[config.mk]
export PLATFORM = sky130hd
export DESIGN_NAME = bit_io_rmw_ctrl
export DESIGN_NICKNAME = d
export VERILOG_FILES = /design/src/rtl/avr_bitio_pkg.sv /design/src/rtl/bit_io_tmo_cnt.sv /design/src/rtl/bit_io_rmw_ctrl.sv
export SDC_FILE = /design/constraint.sdc
export NUM_CORES = 1
export LEC_CHECK = 0
export ABC_AREA = 1
export ABC_CLOCK_PERIOD_IN_PS = 7000
export CAP_MARGIN = 20
export CORE_UTILIZATION = 45
export CTS_CLUSTER_DIAMETER = 80
export DETAILED_ROUTE_END_ITERATION = 10
export GPL_TIMING_DRIVEN = 0
export PLACE_DENSITY = 0.87
export SETUP_SLACK_MARGIN = 0.1
export SLEW_MARGIN = 20
export SYNTH_ARGS = -nofsm -noshare
export SYNTH_HDL_FRONTEND = slang
export SYNTH_HIERARCHICAL = 1
export SYNTH_SLANG_ARGS = --single-unit
[constraint.sdc]
create_clock -name cp2 -period 7 [get_ports cp2]
set_clock_uncertainty 0.2 [all_clocks]
set_input_delay 1.4 -clock cp2 [delete_from_list [all_inputs] [get_ports cp2]]
set_output_delay 1.4 -clock cp2 [all_outputs]
set_load 0.02 [all_outputs]
[src/rtl/avr_bitio_pkg.sv]
// Shared types for the bit-I/O read-modify-write sequencer.
//   bitio_st_t       : sequencer state (idle, bus read, bus write)
//   bitio_op_t       : latched bit-I/O instruction kind
//   IO_BITOP_ADR_MAX : highest I/O address reachable by SBI/CBI/SBIS/SBIC
//   op_pick          : fixed-priority selection among decoded ops
//   op_is_rmw        : ops that need a write-back phase
package avr_bitio_pkg;

  typedef enum logic [1:0] {ST_IDLE, ST_RD, ST_WR} bitio_st_t;
  typedef enum logic [1:0] {OP_SBI, OP_CBI, OP_SBIS, OP_SBIC} bitio_op_t;

  localparam int IO_BITOP_ADR_MAX = 31;

  // sbi > cbi > sbis > sbic; caller guarantees at least one is set
  function automatic bitio_op_t op_pick(input logic sbi, input logic cbi,
                                        input logic sbis, input logic sbic);
    bitio_op_t op;
    op = OP_SBIC;
    if (sbi)       op = OP_SBI;
    else if (cbi)  op = OP_CBI;
    else if (sbis) op = OP_SBIS;
    else if (sbic) op = OP_SBIC;
    return op;
  endfunction

  function automatic logic op_is_rmw(input bitio_op_t op);
    return (op == OP_SBI) || (op == OP_CBI);
  endfunction

endpackage

[src/rtl/bit_io_tmo_cnt.sv]
// Wait-state timeout counter for one bus phase.
//   clk, rst_n : clock, synchronous active-low reset
//   clr        : restart the count (phase entry/exit), wins over inc
//   inc        : one qualified wait cycle in the current phase
//   expired    : this wait cycle is the TMO_CYC-th of the phase; 0 when TMO_CYC=0
module bit_io_tmo_cnt #(
  parameter int TMO_CYC = 16
) (
  input  logic clk,
  input  logic rst_n,
  input  logic clr,
  input  logic inc,
  output logic expired
);

  localparam int CW = (TMO_CYC < 1) ? 1 : $clog2(TMO_CYC + 1);

  logic [CW-1:0] cnt_q, cnt_d;

  always_comb begin
    cnt_d = cnt_q;
    if (clr)                               cnt_d = '0;
    else if (inc && (cnt_q != CW'(TMO_CYC))) cnt_d = cnt_q + 1'b1;
  end

  always_ff @(posedge clk) begin
    if (!rst_n) cnt_q <= '0;
    else        cnt_q <= cnt_d;
  end

  // Flag on the wait cycle that makes the count reach TMO_CYC so the abort
  // happens at that same edge rather than one cycle later.
  generate
    if (TMO_CYC == 0) begin : g_off
      assign expired = 1'b0;
    end else begin : g_on
      assign expired = inc && (cnt_q >= CW'(TMO_CYC - 1));
    end
  endgenerate

endmodule

[src/rtl/bit_io_rmw_ctrl.sv]
// Bit-I/O sequencer: read-modify-write for SBI/CBI, read-test for SBIS/SBIC.
//   cp2, ireset     : clock, synchronous active-low reset
//   cp2en           : clock enable, all state advances only when 1
//   idc_*           : decoded bit-I/O ops, sampled in IDLE
//   instr_adr/bit   : I/O address and bit number of the instruction
//   bit_test_op     : bit processor test result for SBIS/SBIC
//   bitpr_io_out    : bit processor modified byte for write-back
//   io_wait         : peripheral wait request
//   adr/iore/iowe/dbusout : I/O bus master side
//   bit_num_q       : latched bit number for the bit processor
//   sbi_st/cbi_st   : modify-phase indicators
//   core_stall      : holds the core while the op is in flight
//   skip_req/io_err : one-cycle pulses (skip next instr / timeout abort)
module bit_io_rmw_ctrl
  import avr_bitio_pkg::*;
#(
  parameter int IO_ADR_W = 6,
  parameter int TMO_CYC  = 16
) (
  input  logic                cp2,
  input  logic                ireset,
  input  logic                cp2en,
  input  logic                idc_sbi,
  input  logic                idc_cbi,
  input  logic                idc_sbis,
  input  logic                idc_sbic,
  input  logic [4:0]          instr_adr,
  input  logic [2:0]          instr_bit,
  input  logic                bit_test_op,
  input  logic [7:0]          bitpr_io_out,
  input  logic                io_wait,
  output logic [IO_ADR_W-1:0] adr,
  output logic                iore,
  output logic                iowe,
  output logic [7:0]          dbusout,
  output logic [2:0]          bit_num_q,
  output logic                sbi_st,
  output logic                cbi_st,
  output logic                core_stall,
  output logic                skip_req,
  output logic                io_err
);

  localparam int BA_W = $clog2(IO_BITOP_ADR_MAX + 1);

  bitio_st_t       st_q, st_d;
  bitio_op_t       op_q, op_d;
  logic [BA_W-1:0] adr_q, adr_d;
  logic [2:0]      bit_d;
  logic            skip_q, skip_d;
  logic            err_q, err_d;
  logic            any_idc;
  logic            tmo_clr, tmo_inc, tmo_exp;

  assign any_idc = idc_sbi | idc_cbi | idc_sbis | idc_sbic;

  always_ff @(posedge cp2) begin
    if (!ireset) begin
      st_q      <= ST_IDLE;
      op_q      <= OP_SBI;
      adr_q     <= '0;
      bit_num_q <= '0;
      skip_q    <= 1'b0;
      err_q     <= 1'b0;
    end else begin
      st_q      <= st_d;
      op_q      <= op_d;
      adr_q     <= adr_d;
      bit_num_q <= bit_d;
      skip_q    <= skip_d;
      err_q     <= err_d;
    end
  end

  always_comb begin
    st_d   = st_q;
    op_d   = op_q;
    adr_d  = adr_q;
    bit_d  = bit_num_q;
    skip_d = skip_q;
    err_d  = err_q;
    // With cp2en=0 everything, including the pulse flops, holds.
    if (cp2en) begin
      skip_d = 1'b0;
      err_d  = 1'b0;
      case (st_q)
        ST_IDLE: begin
          if (any_idc) begin
            st_d  = ST_RD;
            op_d  = op_pick(idc_sbi, idc_cbi, idc_sbis, idc_sbic);
            adr_d = instr_adr;
            bit_d = instr_bit;
          end
        end
        ST_RD: begin
          if (tmo_exp) begin
            st_d  = ST_IDLE;
            err_d = 1'b1;
          end else if (!io_wait) begin
            if (op_is_rmw(op_q)) begin
              st_d = ST_WR;
            end else begin
              st_d   = ST_IDLE;
              skip_d = bit_test_op;
            end
          end
        end
        ST_WR: begin
          if (tmo_exp) begin
            st_d  = ST_IDLE;
            err_d = 1'b1;
          end else if (!io_wait) begin
            st_d = ST_IDLE;
          end
        end
        default: st_d = ST_IDLE;
      endcase
    end
  end

  // Any state change is a phase boundary, which restarts the wait count.
  assign tmo_clr = cp2en && (st_d != st_q);
  assign tmo_inc = cp2en && io_wait && (st_q != ST_IDLE);

  bit_io_tmo_cnt #(.TMO_CYC(TMO_CYC)) u_tmo (
    .clk     (cp2),
    .rst_n   (ireset),
    .clr     (tmo_clr),
    .inc     (tmo_inc),
    .expired (tmo_exp)
  );

  assign iore       = (st_q == ST_RD);
  assign iowe       = (st_q == ST_WR);
  assign adr        = (iore || iowe) ? IO_ADR_W'(adr_q) : '0;
  assign dbusout    = iowe ? bitpr_io_out : 8'h00;
  assign sbi_st     = iowe && (op_q == OP_SBI);
  assign cbi_st     = iowe && (op_q == OP_CBI);
  // Stall already in the decode cycle so the PC does not move past the op.
  assign core_stall = (st_q != ST_IDLE) || any_idc;
  assign skip_req   = skip_q;
  assign io_err     = err_q;

endmodule
==> impl_metrics.toml <==
[sta]
max_slew_margin_pct = 66.9
fin_crit_sh_pct = 61.9
tns_ps = 0
rsz0062_at_grt = "false"
finalSetupViolCount = 0
hold_viol_final = 0
achievable-frequency_mhz = 231
min_period_ps = 4330
slew_violations = 0
worst_slew_pin_slew_ps = 492

[worst_setup_path]
reg2reg_to = "u_tmo/cnt_q[4]"
path_max_fanout = 2
endpoint_kind = "output pin"
reg2reg_from = "st_q[1]"
path_class = "in2out"
cp.required_ps = 5400
reg2reg_setup_slack_ps = 4060
crit_end = "core_stall"
worstRegToRegCells = 16
worstSetupStartpointType = "input pin"
arrival_ps = 2730
crit_start = "idc_sbis"

[clock_tree]
clkLatencyLatePin_ps = 300
hold_buffers = 0
postCtsSetupBuffers = 0
clock-sinks = 19
cts_buffers = 3
clock_path_buffers = 2
cts_resized = 0
cts_root_buf = "clkbuf_4"
htree_levels = 1
tritoncts = "yes"
path_clk_slew_ps = 120

[placed_design]
dp.cells = 256
dp_hpwl_mm = 2.08
portBuffers = 47
gp_congestion = 0.784

[floorplan]
fp-row-count = 18
coreArea_um2 = 2480
start_util_pct = 47.4
die_y_um = 53.1
die_area_um2 = 2820
io_pins = 49
dieWidth_um = 53.1

[pwr]
ir_drop_mv = 0.135
power.density_nw_per_um2 = 149
power.total_mw = 0.255
leakagePower_nw = 0.827

[synthesis]
synthFlopType = "dfxtp_1"
synth_top_area_share_pct = 32.4
synth_seq_area_share_pct = 32.4
netlist_top_cells_count = "nand2_1 (36), nor2_1 (32), inv_1 (29)"
avgSynthCellArea_um2 = 6.56
syn_nets = 211
syn_area_um2 = 1170
yosysWarnings = 6
synth_enable_flop_cells = 0
synth_most_common_cell = "nand2_1"
synth_top_cell_by_area = "dfxtp_1"
synth.distinct_cells = 28
async_flop_share_pct = 0
syn-instance-count = 179
yosys_register_bits = 19
synth_area_leaders = "dfxtp_1 (32%), nand2_1 (12%), nor2_1 (10%)"

[global_routing]
grt_use_total_pct = 21.3
grt_max_degree = 12
antenna_found_initial = 0
grt_pass1_wl_mm = 4.43
overflow = 0
grt_pass1_vias = 1069

[routing]
drc = 0
wl_mm = 2.64
vias_per_cell = 4.66
ant_nets = 0
first_pass_iters = 5
wl_per_cell_um = 10.2
drt_iter0_drc = 21
num_vias = 1211

[layout]
drive_gt1_share_pct = 9.13
diodes = 0
area_growth_pct = 45.6
stdcell_count = 260
num-nets-final = 263

[flow_run]
max_cap_viol_count = 0

[worst_hold_path]
holdCritPathClass = "reg2reg"

[run_status]
status = "finished clean"
sequential cells by signal, indices dropped and copies added, names as in the netlist:
name,count
u_tmo/cnt_q,5
bit_num_q,3
op_q,2
adr_q,5
st_q,2
skip_req,1
io_err,1
worst max-delay path, stage by stage:
cell and delay [ps]:
clkdlybuf4s50_1 480, nor2_1 60, nand2_1 90, inv_1 40
nand2_1 50, clkdlybuf4s50_1 600
kinds of logic (layout without fill, tap and decap cells):
family / Yosys count / in the layout / share of synthesized area (%)
flops: 19 / 19 / 32.4
buf+inv: 37 / 88 / 14.3
fa+ha+maj: 7 / 7 / 7.45
simple gates: 91 / 91 / 34.0
compound gates: 24 / 24 / 11.6
other cells: 1 / 1 / 0.319
stage by stage:
stage	instance area (um^2)	hold WS [ps]	setup slack [ps]	utilization (%)
final	1710	296	2670	69.0
after global routing	1710	324	2570	69.0
after CTS	1710	298	2660	69.0
after detailed placement	1680	273	2670	67.9
after global placement	1680	261	2690	67.9
after floorplan	1170	255	3630	-
cells in the final DEF (no fill, tap or decap), types with 2 or more instances in the layout:
cell type | Yosys | final
nor2_1 | 32 | 32
buf_6 | 3 | 3
clkdlybuf4s50_1 | 0 | 47
nand3_1 | 8 | 8
o21ai_1 | 8 | 8
a21oi_1 | 8 | 8
ha_1 | 7 | 7
nor3_1 | 2 | 2
o21ai_0 | 3 | 3
nand4_1 | 3 | 3
nand3_2 | 2 | 2
nand2_1 | 36 | 36
inv_2 | 2 | 2
inv_1 | 29 | 29
nand2_2 | 3 | 3
dfxtp_1 | 19 | 19
nor2_2 | 2 | 2
clkbuf_4 | 0 | 3
routing by layer:
metal  wire, um  track usage, %  share of wire [%]
met1       1240            25.6                 47
met2       1270            36.5                 48
met3         95            6.32                3.6
met4         33            5.26                1.2
met5          0               0                  0
worst min path at each step:
stage,start,slack (ps),cells past startpoint,end
after detailed placement,adr_q[4],270,2,adr_q[4]
after floorplan,adr_q[0],250,2,adr_q[0]
after CTS,adr_q[4],300,2,adr_q[4]
final,bit_num_q[0],300,2,bit_num_q[0]
after global routing,adr_q[0],320,2,adr_q[0]
after global placement,adr_q[4],260,2,adr_q[4]
area by class of cell:
class	count	area [um^2]
tap	30	37.5
sequential	19	380
clock inverter	1	5.00
buffer	5	45.0
inverter	32	123
multi-input combinational	123	627
timing repair buffer	47	470
fill	212	767
clock buffer	3	22.5
power breakdown:
part	switching [mW]	total [mW]	leakage, nW	internal, mW
Sequential	0.00490	0.121	0.156	0.116
Combinational	0.0406	0.0782	0.653	0.0376
Clock	0.0347	0.0560	0.0177	0.0213
Note: power is estimated with default switching activity, not from simulation.
==> RTL edit 1 (same settings) <==
Re-encode `bitio_st_t` (3 values) as one-hot, 3 bits wide.
--- a/src/rtl/avr_bitio_pkg.sv
+++ b/src/rtl/avr_bitio_pkg.sv
@@ -7,5 +7,5 @@
 package avr_bitio_pkg;
 
-  typedef enum logic [1:0] {ST_IDLE, ST_RD, ST_WR} bitio_st_t;
+  typedef enum logic [2:0] {ST_IDLE = 3'b001, ST_RD = 3'b010, ST_WR = 3'b100} bitio_st_t;
   typedef enum logic [1:0] {OP_SBI, OP_CBI, OP_SBIS, OP_SBIC} bitio_op_t;
 
Formal check against the unedited RTL: same outputs for any inputs over 10 cycles, from zero or initial values and one cycle with ireset low; not proved beyond that.
==> RTL edit 1 against the unedited design <==
- area after synthesis up 6.3%
- sequential power up 5%
- critical path type unchanged
- routed wire length grew 14%
- sequential cell count rose by 1
- cell area increased by 5.8%
- setup slack got worse by 230 ps
- critical endpoint unchanged
- total power is 15% higher
==> RTL edit 1: results (changes against the unedited design) <==
[metrics] result of the run: finished, final reports clean
[metrics] terminating pin of the worst hold path: adr_q[2]
[metrics] CP max stage delay: 570 ps (-30 ps)
[metrics] antenna violations before repair: 0 (unchanged)
[metrics] slowest cell on the critical path: clkdlybuf4s50_1
[metrics] Starting DRT DRC Count: 43 (+100%)
[metrics] overall track demand over capacity in global routing: 22.29% (+1.0 points)
[metrics] main flop type after synthesis: dfxtp_1
[metrics] crit path DAT: 2960 ps (+230 ps)
[metrics] kind of cell with the highest combined delay on the critical path: buffers and inverters
[metrics] Diodes inserted: 0 (unchanged)
[metrics] register area share after synthesis: 32.06% (-0.31 points)
[metrics] reg-to-reg critical path endpoint: u_tmo/cnt_q[4]
[metrics] vias in the first global route: 1157 (+8.2%)
[metrics] count of port buffers added during placement: 47 (unchanged)
[metrics] HPWL after detailed placement: 2297 um (+11%)
[metrics] Fin Hold WS: 261.8 ps (-34.06 ps)
[metrics] post-cts sizing count: 0 (unchanged)
[metrics] htree depth: 1 (unchanged)
[metrics] Area contributors post-synth: dfxtp_1, inv_1, nand2_1
[metrics] wire per inst: 11.03 um (+8.5%)
[metrics] first-pass GRT wire length: 4864 um (+9.8%)
[metrics] top flop regs: adr_q x5, u_tmo/cnt_q x5
[metrics] most numerous cell types in the synthesized netlist: inv_1, nand2_1, nor2_1
[metrics] largest buffer count on any clock path: 2 (unchanged)
[metrics] worst min-delay path class: flip-flop to flip-flop
[metrics] routability congestion estimate: 0.8311 (+6.1%)
[metrics] total of flip-flops plus latches after synthesis: 20 (+1)
[metrics] post-synthesis net count: 221 (+4.7%)
[metrics] worst r2r path cells: 17 (+1)
[metrics] clock-pin slew on the worst setup and hold paths: 120 ps (about the same)
[metrics] clock tree root buffer cell: clkbuf_4
[metrics] Synthesis Warnings: 6 (unchanged)
[metrics] net load switching power: 0.07905 mW (-1.5%)
[metrics] register-to-register path setup slack: 4420 ps (+360 ps)
[metrics] Async S/R FF share, synth: 0% (unchanged)
[metrics] number of setup buffers added after CTS: 0 (unchanged)
[metrics] post-synth cell types: 30 (+7.1%)
[metrics] highest ir drop seen on vdd: 0.0001496 V (+11%)
[metrics] number of iterations in the first detailed-routing pass: 5 (unchanged)
[metrics] reg-to-reg startpoint: u_tmo/cnt_q[0]
[metrics] Static Leak: 0.8427 nW (+1.9%)
[metrics] highest fanout seen on the critical path: 3 (+1)
[metrics] Vias/cell: 4.945 (+6.2%)
[metrics] hold depth: 2 (unchanged)
[metrics] clk_lat worst skew: 300 ps (about the same)
[metrics] number of buffers created by CTS: 3 (unchanged)
[metrics] worst hold path startpoint: adr_q[2]
[metrics] fraction of final layout cells with drive strength greater than 1: 6.557% (-2.6 points)
[metrics] maximum number of pins on one net before global-route repair: 13 (+1)
[metrics] number of nets in the layout: 273 (+3.8%)
-- RTL edit 1: cell count changes after synthesis, sizes merged, moves of 2 or more --
| cell | before | now |
|---|---|---|
| a21oi | 8 | 10 |
| nand3 | 10 | 15 |
| nor2 | 35 | 32 |
| nand2 | 39 | 33 |
| clkbuf | 1 | 3 |
| a211oi | 0 | 2 |
| o21ai | 12 | 16 |
| ha | 7 | 3 |
| inv | 32 | 40 |
-- RTL edit 1: power groups by stage --
stage / Combinational, mW / Clock (mW) / Sequential, mW
final: 0.0708 / 0.0954 / 0.127
after global routing: 0.0779 / 0.101 / 0.128
after CTS: 0.0708 / 0.0974 / 0.127
after detailed placement: 0.0705 / 0 / 0.129
after global placement: 0.0692 / 0 / 0.129
after floorplan: 0.0401 / 0 / 0.131
-- RTL edit 1: cell families (layout without fill, tap and decap cells) --
logic type / count (synthesis) / count (layout) / share of synthesized area [%]
AO/OA/AOI/OAI: 34 / 34 / 15.53
adder cells (fa/ha/maj): 3 / 3 / 3.006
buffers and inverters: 47 / 98 / 16.23
flip-flops: 20 / 20 / 32.06
other: 1 / 1 / 0.3003
AND/OR/NAND/NOR: 88 / 88 / 32.87
-- RTL edit 1: metal layers --
layer	vias up	wire length [um]	share of wire [%]	track usage, %
li1	705	-	-	-
met1	598	1326	44	28.62
met2	50	1486	49	37.15
met3	2	189	6.3	5.000
met4	0	21	0.69	5.556
met5	-	0	0	0
-- RTL edit 1: final cells by class --
| cell class | count | area [um2] |
|---|---|---|
| fill | 204 | 735.7 |
| multi-input combinational | 126 | 645.6 |
| timing repair buffer | 47 | 470.5 |
| sequential | 20 | 400.4 |
| inverter | 40 | 150.1 |
| buffer | 7 | 52.55 |
| tap | 30 | 37.54 |
| clock inverter | 1 | 30.03 |
| clock buffer | 3 | 22.52 |
-- RTL edit 1: through the flow --
stage	instances	area, um2	setup slack (ps)
global route	274	1809	2318
finish	274	1809	2437
global placement	270	1757	2461
detailed placement	270	1757	2436
floorplan	193	1249	3442
CTS	274	1809	2441
-- RTL edit 1: tightest hold or removal path: stages, from the launching register on --
cell,delay [ps]
dfxtp_1,320
inv_1,60
a21oi_1,50
-- RTL edit 1: worst max-delay path by stage --
stage | from | end | slack, ps
after floorplan | idc_sbi | core_stall | 3440
after global placement | idc_sbi | core_stall | 2460
after detailed placement | idc_cbi | core_stall | 2440
after CTS | idc_cbi | core_stall | 2440
after global routing | idc_cbi | core_stall | 2320
final | idc_cbi | core_stall | 2440
==> RTL edit 2 (same settings) <==
Without the edit above. `TMO_CYC` is set to 16 in 2 places; all go to 8.
--- a/src/rtl/bit_io_tmo_cnt.sv
+++ b/src/rtl/bit_io_tmo_cnt.sv
@@ -5,5 +5,5 @@
 //   expired    : this wait cycle is the TMO_CYC-th of the phase; 0 when TMO_CYC=0
 module bit_io_tmo_cnt #(
-  parameter int TMO_CYC = 16
+  parameter int TMO_CYC = 8
 ) (
   input  logic clk,
--- a/src/rtl/bit_io_rmw_ctrl.sv
+++ b/src/rtl/bit_io_rmw_ctrl.sv
@@ -16,5 +16,5 @@
 #(
   parameter int IO_ADR_W = 6,
-  parameter int TMO_CYC  = 16
+  parameter int TMO_CYC  = 8
 ) (
   input  logic                cp2,
Check against the original RTL: not equivalent (a bounded check fails within 10 cycles, from zero or initial values and one cycle with ireset low).
==> RTL edit 2 against the unedited design <==
- die area down 5.8%
- sequential cell count down 1
- largest power group unchanged
- non-clock buffer count down 1
- total power down 0.47%
- setup slack worse by 16 ps
- cell area down 3.8%
- core utilization up 3.9 points
- area after synthesis down 6.1%
- routed wire length up 0.11%
==> RTL edit 2: results (changes against the unedited design) <==
[metrics] multi-input gate area in the final layout: 586.8 um2 (-6.4%)
[metrics] WL met1: 1106 um (-11%)
[metrics] Static Leak: 0.7951 nW (-3.9%)
[metrics] routability congestion estimate: 0.8109 (+3.5%)
[metrics] number of iterations in the first detailed-routing pass: 4 (-1)
[metrics] Starting DRT DRC Count: 24 (+14%)
[metrics] relative area of non-clock buffer cells in the final design: 30.65% (+0.51 points)
[metrics] post-synthesis net count: 203 (-3.8%)
[metrics] met3 wire len: 164 um (+73%)
[metrics] filler cell count in the final layout: 208 (-1.9%)
[metrics] HPWL after detailed placement: 2180 um (+4.9%)
[metrics] fraction of final layout cells with drive strength greater than 1: 9.417% (+0.29 points)
[metrics] clock network share of area: 2.205% (+0.60 points)
[metrics] global routing met1 resource utilization: 24.59% (-1.1 points)
[metrics] crit path DAT: 2750 ps (+20 ps)
[metrics] Area contributors post-synth: dfxtp_1, nand2_1, nor2_1
[metrics] first-pass GRT wire length: 4595 um (+3.7%)
[metrics] most numerous cell types in the synthesized netlist: nand2_1, nor2_1, inv_1
[metrics] number of nets in the layout: 255 (-3.0%)
[metrics] overall track demand over capacity in global routing: 22.33% (+1.1 points)
[metrics] CTS sink cnt: 18 (-1)
[metrics] result of the run: finished, final reports clean
[metrics] sequential share of cell area: 21.90% (-0.34 points)
[metrics] top flop regs: adr_q x5, u_tmo/cnt_q x4, bit_num_q x3
[metrics] register area share after synthesis: 32.65% (+0.28 points)
[metrics] met2 track utilization from global routing: 42.86% (+6.4 points)
[metrics] worst-margin pin slew: 567.0 ps (+74.75 ps)
[metrics] Layout clock buffers: 4 (+1)
[metrics] number of tapcells: 28 (-6.7%)
[metrics] total cell area at the placement stage: 1609 um2 (-4.4%)
[metrics] post-synth cell types: 24 (-14%)
[metrics] detailed-routed wire length on met2: 1357 um (+6.8%)
[metrics] clock-pin slew on the worst setup and hold paths: 100 ps (-20 ps)
[metrics] Post-Syn Instances: 172 (-3.9%)
[metrics] Placed Cells incl. Taps: 247 (-3.5%)
[metrics] Cell Pwr Density: 154.2 nW/um2 (+3.5%)
[metrics] total vias in the final route: 1192 (-1.6%)
[metrics] Buffers, non-clock: 51 (-1.9%)
[metrics] vias in the first global route: 1120 (+4.8%)
[metrics] global-route met3 utilization: 4.678% (-1.6 points)
[metrics] Vias/cell: 4.749 (+2.0%)
[metrics] layout multi-input combinational cell count: 118 (-4.1%)
[metrics] highest ir drop seen on vdd: 0.0001303 V (-3.4%)
## RTL edit 2: cells by family after synthesis
logic type	count (synthesis)	synth area share (%)
AO/OA/AOI/OAI	22	11.34
adder cells (fa/ha/maj)	6	6.803
other	1	0.3398
AND/OR/NAND/NOR	89	34.69
flip-flops	18	32.65
buffers and inverters	36	14.17
## RTL edit 2: worst max-delay path: stages
cell and delay [ps]:
clkdlybuf4s50_1 480, nor2_1 70, nand2_1 100, inv_1 40, nand2_1 50, clkdlybuf4s50_1 600
## RTL edit 2: final timing paths
path | from | to | slack (ps) | cells past startpoint
setup / recovery | idc_sbis | core_stall | 2650 | 6
hold / removal | bit_num_q[1] | bit_num_q[1] | 290 | 2
setup reg to reg | st_q[1] | u_tmo/cnt_q[0] | 3890 | 14
hold reg to reg | bit_num_q[1] | bit_num_q[1] | 290 | 2
## RTL edit 2: power breakdown
part	switching (mW)	internal, mW	total (mW)
logic	0.0388	0.0361	0.0749
clock network	0.0327	0.0316	0.0643
registers	0.00456	0.110	0.114
